==> config.mk <==
export PLATFORM = sky130hd
export DESIGN_NAME = axi_lite_reg_slave
export DESIGN_NICKNAME = d
export VERILOG_FILES = /design/src/rtl/axi_lite_reg_slave.sv
export SDC_FILE = /design/constraint.sdc
export NUM_CORES = 1
export LEC_CHECK = 0
export ABC_AREA = 1
export ABC_CLOCK_PERIOD_IN_PS = 3200
export CORE_ASPECT_RATIO = 1.25
export CORE_MARGIN = 2
export CORE_UTILIZATION = 54
export CTS_CLUSTER_DIAMETER = 30
export CTS_CLUSTER_SIZE = 30
export DETAILED_ROUTE_END_ITERATION = 8
export PLACE_DENSITY = 0.83
export SYNTH_ARGS = -nofsm -noshare
export SYNTH_HDL_FRONTEND = slang
export SYNTH_SLANG_ARGS = --single-unit
==> constraint.sdc <==
create_clock -name clk -period 3.2 [get_ports clk]
set_input_delay 0.64 -clock clk [delete_from_list [all_inputs] [get_ports clk]]
set_output_delay 0.64 -clock clk [all_outputs]
set_load 0.02 [all_outputs]
==> src/rtl/axi_lite_reg_slave.sv <==
// AXI4-Lite responder with a bank of NUM_REGS 32-bit read/write registers.
//
// Ports:
//   clk, rst                       clock, asynchronous active-low reset
//   AWADDR/AWVALID/AWREADY         write-address channel
//   WDATA/WSTRB/WVALID/WREADY      write-data channel (byte strobes)
//   BRESP/BVALID/BREADY            write-response channel (OKAY / SLVERR)
//   ARADDR/ARVALID/ARREADY         read-address channel
//   RDATA/RRESP/RVALID/RREADY      read-data channel
//   regOut                         all registers in parallel, reg k at [32k+31:32k]
//
// Word index is addr[ADDR_W-1:2]; addr[1:0] is ignored. Indices >= NUM_REGS
// answer SLVERR and leave the bank untouched. One write outstanding at a time.
module axi_lite_reg_slave #(
    parameter int unsigned ADDR_W   = 5,
    parameter int unsigned NUM_REGS = 4
) (
    input  logic                     clk,
    input  logic                     rst,
    input  logic [ADDR_W-1:0]        AWADDR,
    input  logic                     AWVALID,
    output logic                     AWREADY,
    input  logic [31:0]              WDATA,
    input  logic [3:0]               WSTRB,
    input  logic                     WVALID,
    output logic                     WREADY,
    output logic [1:0]               BRESP,
    output logic                     BVALID,
    input  logic                     BREADY,
    input  logic [ADDR_W-1:0]        ARADDR,
    input  logic                     ARVALID,
    output logic                     ARREADY,
    output logic [31:0]              RDATA,
    output logic [1:0]               RRESP,
    output logic                     RVALID,
    input  logic                     RREADY,
    output logic [NUM_REGS*32-1:0]   regOut
);

    localparam int unsigned IdxW = ADDR_W - 2;
    localparam logic [1:0] RespOkay   = 2'b00;
    localparam logic [1:0] RespSlverr = 2'b10;

    // State
    logic                         aw_got_q, aw_got_d;
    logic [IdxW-1:0]              aw_idx_q, aw_idx_d;
    logic                         w_got_q, w_got_d;
    logic [31:0]                  w_data_q, w_data_d;
    logic [3:0]                   w_strb_q, w_strb_d;
    logic                         bvalid_q, bvalid_d;
    logic [1:0]                   bresp_q, bresp_d;
    logic                         rvalid_q, rvalid_d;
    logic [31:0]                  rdata_q, rdata_d;
    logic [1:0]                   rresp_q, rresp_d;
    logic [NUM_REGS-1:0][31:0]    regs_q, regs_d;

    // Combinational helpers
    logic            aw_hs, w_hs, ar_hs, commit;
    logic [IdxW-1:0] wr_idx, rd_idx;
    logic [31:0]     wr_data;
    logic [3:0]      wr_strb;
    logic            wr_in_range, rd_in_range;
    logic [31:0]     rd_word;

    // Byte-offset bits carry no meaning for word registers.
    logic unused_addr_bits;
    assign unused_addr_bits = ^{AWADDR[1:0], ARADDR[1:0]};

    // READYs are low throughout reset and never look at VALID.
    assign AWREADY = rst & ~aw_got_q & ~bvalid_q;
    assign WREADY  = rst & ~w_got_q & ~bvalid_q;
    assign ARREADY = rst & ~rvalid_q;

    assign aw_hs = AWVALID & AWREADY;
    assign w_hs  = WVALID & WREADY;
    assign ar_hs = ARVALID & ARREADY;

    // Commit when both halves are present, counting a handshake on this edge.
    assign commit = (aw_got_q | aw_hs) & (w_got_q | w_hs);

    assign wr_idx  = aw_got_q ? aw_idx_q : AWADDR[ADDR_W-1:2];
    assign wr_data = w_got_q ? w_data_q : WDATA;
    assign wr_strb = w_got_q ? w_strb_q : WSTRB;
    assign rd_idx  = ARADDR[ADDR_W-1:2];

    assign wr_in_range = 32'(wr_idx) < NUM_REGS;
    assign rd_in_range = 32'(rd_idx) < NUM_REGS;

    // Read mux works from pre-commit contents, so a same-edge write is not seen.
    always_comb begin
        rd_word = '0;
        for (int unsigned k = 0; k < NUM_REGS; k++) begin
            if (32'(rd_idx) == k) begin
                rd_word = regs_q[k];
            end
        end
    end

    always_comb begin
        regs_d = regs_q;
        if (commit && wr_in_range) begin
            for (int unsigned k = 0; k < NUM_REGS; k++) begin
                if (32'(wr_idx) == k) begin
                    for (int unsigned b = 0; b < 4; b++) begin
                        if (wr_strb[b]) begin
                            regs_d[k][8*b +: 8] = wr_data[8*b +: 8];
                        end
                    end
                end
            end
        end
    end

    // Write channel bookkeeping
    always_comb begin
        aw_got_d = aw_got_q;
        aw_idx_d = aw_idx_q;
        w_got_d  = w_got_q;
        w_data_d = w_data_q;
        w_strb_d = w_strb_q;
        bvalid_d = bvalid_q;
        bresp_d  = bresp_q;

        if (aw_hs) begin
            aw_got_d = 1'b1;
            aw_idx_d = AWADDR[ADDR_W-1:2];
        end
        if (w_hs) begin
            w_got_d  = 1'b1;
            w_data_d = WDATA;
            w_strb_d = WSTRB;
        end

        if (commit) begin
            aw_got_d = 1'b0;
            w_got_d  = 1'b0;
            bvalid_d = 1'b1;
            bresp_d  = wr_in_range ? RespOkay : RespSlverr;
        end else if (bvalid_q && BREADY) begin
            bvalid_d = 1'b0;
        end
    end

    // Read channel
    always_comb begin
        rvalid_d = rvalid_q;
        rdata_d  = rdata_q;
        rresp_d  = rresp_q;
        if (ar_hs) begin
            rvalid_d = 1'b1;
            rdata_d  = rd_word;
            rresp_d  = rd_in_range ? RespOkay : RespSlverr;
        end else if (rvalid_q && RREADY) begin
            rvalid_d = 1'b0;
        end
    end

    always_ff @(posedge clk or negedge rst) begin
        if (!rst) begin
            aw_got_q <= 1'b0;
            aw_idx_q <= '0;
            w_got_q  <= 1'b0;
            w_data_q <= '0;
            w_strb_q <= '0;
            bvalid_q <= 1'b0;
            bresp_q  <= RespOkay;
            rvalid_q <= 1'b0;
            rdata_q  <= '0;
            rresp_q  <= RespOkay;
            regs_q   <= '0;
        end else begin
            aw_got_q <= aw_got_d;
            aw_idx_q <= aw_idx_d;
            w_got_q  <= w_got_d;
            w_data_q <= w_data_d;
            w_strb_q <= w_strb_d;
            bvalid_q <= bvalid_d;
            bresp_q  <= bresp_d;
            rvalid_q <= rvalid_d;
            rdata_q  <= rdata_d;
            rresp_q  <= rresp_d;
            regs_q   <= regs_d;
        end
    end

    assign BVALID = bvalid_q;
    assign BRESP  = bresp_q;
    assign RVALID = rvalid_q;
    assign RDATA  = rdata_q;
    assign RRESP  = rresp_q;
    assign regOut = regs_q;

endmodule

==> run summary <==
The floorplan has 54 rows. The run finished with clean final reports. The H-tree was split into 2 levels.

For the leakage power of the design, the log shows 6.28 nW. The total wire length after detailed routing was 29.9 mm. The count of final max-slew check failures is 0. Entering global routing, the biggest net connects 81 pins.

The kind of cell with the highest combined delay along the critical path is flip-flops. In this run the power spent charging and discharging nets is 4.94 mW. TritonCTS built the clock tree.

The initial standard-cell utilization of the core was 0.547; the total count of hold-check failures in the final report was 0. The wire-length estimate of the detail-placed layout is 20.0 mm. The post-synthesis area per instance is 8.26 um2, and the synthesis-to-layout area growth is 38.4%.

For the finished layout, the period the worst path requires is 2680 ps. For this run, the post-layout net count is 1413. The core region is 17300 um2. Setup repair after global routing left no endpoint under its margin. The tools report the initial antenna violation count as 1. The floorplan die area came out at 18600 um2.

The data arrival at the endpoint of the critical path came out at 2040 ps. In this design, the stage delay of the slowest critical-path cell is 650 ps. The run gives 0.332 as the worst slew slack as a fraction of its limit. Fraction of final layout cells with drive strength greater than 1: 0.0831. The logs give 7.89 mW for the cell internal power dissipation and 0.757 for the core utilization of the finished layout. The total number of vias came out at 9340.

The logs give 0.543 for the register area share after synthesis and 0.344 for the share of power burned in registers. Walking the worst path, the cells encountered are nor2_1 > clkdlybuf4s50_1. The floorplan step set the die height to 152 um. After detailed routing, the number of vias per cell comes to 5.80.

Leaving out fill and tap cells, the most frequent cell in the layout is sky130_fd_sc_hd__nand2_1. The startpoint type of the worst setup path was a flop. The run gives 0 as the post-detailed-route count of antenna-violating nets.

The synthesized netlist contains 22 unique library cells. In this run, synthesis produced a sequential element count of 205. TritonCTS created 34 clock buffers. The tools report the top-level I/O count as 222. Setup total negative slack on the finished layout was measured at 0 ps. The maximum fanout along the worst path came out at 44. After clock tree synthesis, the flow added hold-fix buffers numbering 0. The critical path is of the reg -> out type.

At the pin with the least slew margin, the transition time is 1000 ps. Cell type of the slowest stage on the worst timing path: sky130_fd_sc_hd__dfrtp_2. Setup violations remaining at the end of the flow were counted as 0. The logs give 1001 for the number of DRC violations after detailed-routing iteration 0 and 0.366 for the combinational fraction of design power. The clock passes through at most 3 buffers. Once the clock tree was built, the setup fixing pass inserted 0 buffers. The die outline width is 122 um. In the final routed layout, each cell accounts on average for 18.6 um.

Worst hold-check path type: in -> async. The run gives 205 as the CTS sink count. The first global-routing pass estimated 47.8 mm of wire.

In the layout the commonest cells are sky130_fd_sc_hd__nand2_1, sky130_fd_sc_hd__clkdlybuf4s50_1, sky130_fd_sc_hd__dfrtp_1. Summed over all layers, the global routing overflow is 0. For the maximum VDD drop, the log shows 0.000769 V. The first detailed-routing pass ran for 5 iterations. In the synthesized netlist, the number of instances is 1145.

Power spread over the standard cell area amounts to 980 nW/um2. The part of the cycle the worst path needs came out at 0.838. After detailed routing, the number of remaining DRC violations is 0. The count of buffers added on input and output ports is 215.

Clock power share: 0.290. After synthesis the cells add up to 9460 um2. The layout has 1189 filler cells. The tools report the maximum clock skew at final layout as 19.5 ps.

Switching share of total power: 0.385. The nature of the critical path endpoint was an output pin. The clock slew at the register clock pins of the worst setup and hold paths was 50 ps; the number of warning messages in the yosys log was 0.

The maximum operating frequency was 0.373 GHz. The root buffer cell is sky130_fd_sc_hd__clkbuf_16. The count of buffer and inverter cells on the critical path was 1; the number of max-cap violations was 0.

The logs give 2560 ps for the worst endpoint required time and 0.883 for the weighted congestion reported at the end of routability-driven placement. The logs give 500 ps for the worst-skew pair later-pin latency and 9077 for the via count of the first global-routing pass. For the total routing resource utilization after global routing, the log shows 0.326.

The number of gates resized after CTS was 0.
## power groups by stage
stage | logic (mW) | clock network [mW] | registers [mW]
6_report | 4.70 | 3.72 | 4.41
5_1_grt | 5.08 | 3.86 | 4.52
4_1_cts | 4.69 | 3.74 | 4.39
3_5_place_dp | 4.63 | 0 | 4.42
3_3_place_gp | 4.51 | 0 | 4.39
2_1_floorplan | 1.72 | 0 | 4.98
## flip-flops by register name (all words and copies together) (netlist names), 3 cells and up
| register | flops |
|---|---|
| w_data_q | 32 |
| regOut | 128 |
| aw_idx_q | 3 |
| RDATA | 32 |
| w_strb_q | 4 |
## stage by stage
step           setup slack (ps)  instances  power (mW)  hold slack [ps]  cell area [um2]
2_1_floorplan              1280       1146        6.70              344             9460
3_3_place_gp                437       1548        8.89              466            11900
3_5_place_dp                301       1548        9.04              473            11900
4_1_cts                     520       1608        12.8             48.9            13100
5_1_grt                     421       1609        13.5             59.6            13100
6_report                    518       1609        12.8             45.4            13100
## cells in the mapped netlist
| cell | number | area [um2] |
|---|---|---|
| sky130_fd_sc_hd__a21oi_1 | 3 | 15.0 |
| sky130_fd_sc_hd__and3_1 | 1 | 6.26 |
| sky130_fd_sc_hd__buf_1 | 2 | 7.51 |
| sky130_fd_sc_hd__buf_2 | 29 | 145 |
| sky130_fd_sc_hd__buf_4 | 2 | 15.0 |
| sky130_fd_sc_hd__clkbuf_1 | 44 | 165 |
| sky130_fd_sc_hd__clkinv_1 | 2 | 7.51 |
| sky130_fd_sc_hd__conb_1 | 1 | 3.75 |
| sky130_fd_sc_hd__dfrtp_1 | 205 | 5130 |
| sky130_fd_sc_hd__inv_1 | 77 | 289 |
| sky130_fd_sc_hd__inv_2 | 3 | 11.3 |
| sky130_fd_sc_hd__nand2_1 | 407 | 1530 |
| sky130_fd_sc_hd__nand3_1 | 81 | 405 |
| sky130_fd_sc_hd__nand4_1 | 128 | 801 |
| sky130_fd_sc_hd__nor2_1 | 7 | 26.3 |
| sky130_fd_sc_hd__nor2_2 | 4 | 25.0 |
| sky130_fd_sc_hd__nor2_4 | 1 | 11.3 |
| sky130_fd_sc_hd__nor3_1 | 1 | 5.00 |
| sky130_fd_sc_hd__o21ai_0 | 107 | 536 |
| sky130_fd_sc_hd__o21ai_1 | 7 | 35.0 |
| sky130_fd_sc_hd__o21bai_1 | 1 | 7.51 |
| sky130_fd_sc_hd__o22a_1 | 32 | 280 |
## worst register-to-register path: stages, from the launching register on
cell and delay, ps:
sky130_fd_sc_hd__dfrtp_2 800, sky130_fd_sc_hd__buf_4 420, sky130_fd_sc_hd__nand2_1 110, sky130_fd_sc_hd__o21ai_2 100, sky130_fd_sc_hd__buf_4 360, sky130_fd_sc_hd__nand3_1 430, sky130_fd_sc_hd__nand2_1 200, sky130_fd_sc_hd__nand2_1 80
## worst paths after layout
| path | from | end | slack, ps | cells past startpoint |
|---|---|---|---|---|
| max | w_got_q$_DFFE_PN0P_ | WREADY | 520 | 2 |
| min reg2reg | w_data_q[10]$_DFFE_PN0P_ | w_data_q[10]$_DFFE_PN0P_ | 480 | 2 |
| min in group clk | w_data_q[10]$_DFFE_PN0P_ | w_data_q[10]$_DFFE_PN0P_ | 480 | 2 |
| min | rst | BVALID$_DFFE_PN0P_ | 50 | 1 |
| max reg2reg | w_got_q$_DFFE_PN0P_ | regOut[113]$_DFFE_PN0P_ | 580 | 7 |
| max in group asynchronous | rst | regOut[113]$_DFFE_PN0P_ | 1390 | 3 |
## logic make-up (layout without fill, tap and decap cells)
logic type             count (synthesis)  after routing  synth area share
AO/OA/AOI/OAI                        150            150            0.0924
AND/OR/NAND/NOR                      630            630             0.297
buffers and inverters                159            397            0.0678
flip-flops                           205            205             0.543
other                                  1              3          0.000397
## final cells by class
type / count / area (um2) / share of cell area
sequential: 205 / 5130 / 0.392
timing repair buffer: 255 / 2470 / 0.189
clock buffer: 40 / 915 / 0.0699
tap: 224 / 280 / 0.0214
clock inverter: 20 / 249 / 0.0190
multi-input combinational: 782 / 3740 / 0.285
antenna: 1 / 2.50 / 0.000191
inverter: 82 / 308 / 0.0235
## routing by layer
layer,share of wire,global-route usage,routed length [um]
met1,0.38,0.416,11300
met2,0.50,0.533,14800
met3,0.078,0.0529,2340
met4,0.048,0.164,1440
met5,0,0,0
Note: power is estimated with default switching activity, not from simulation.
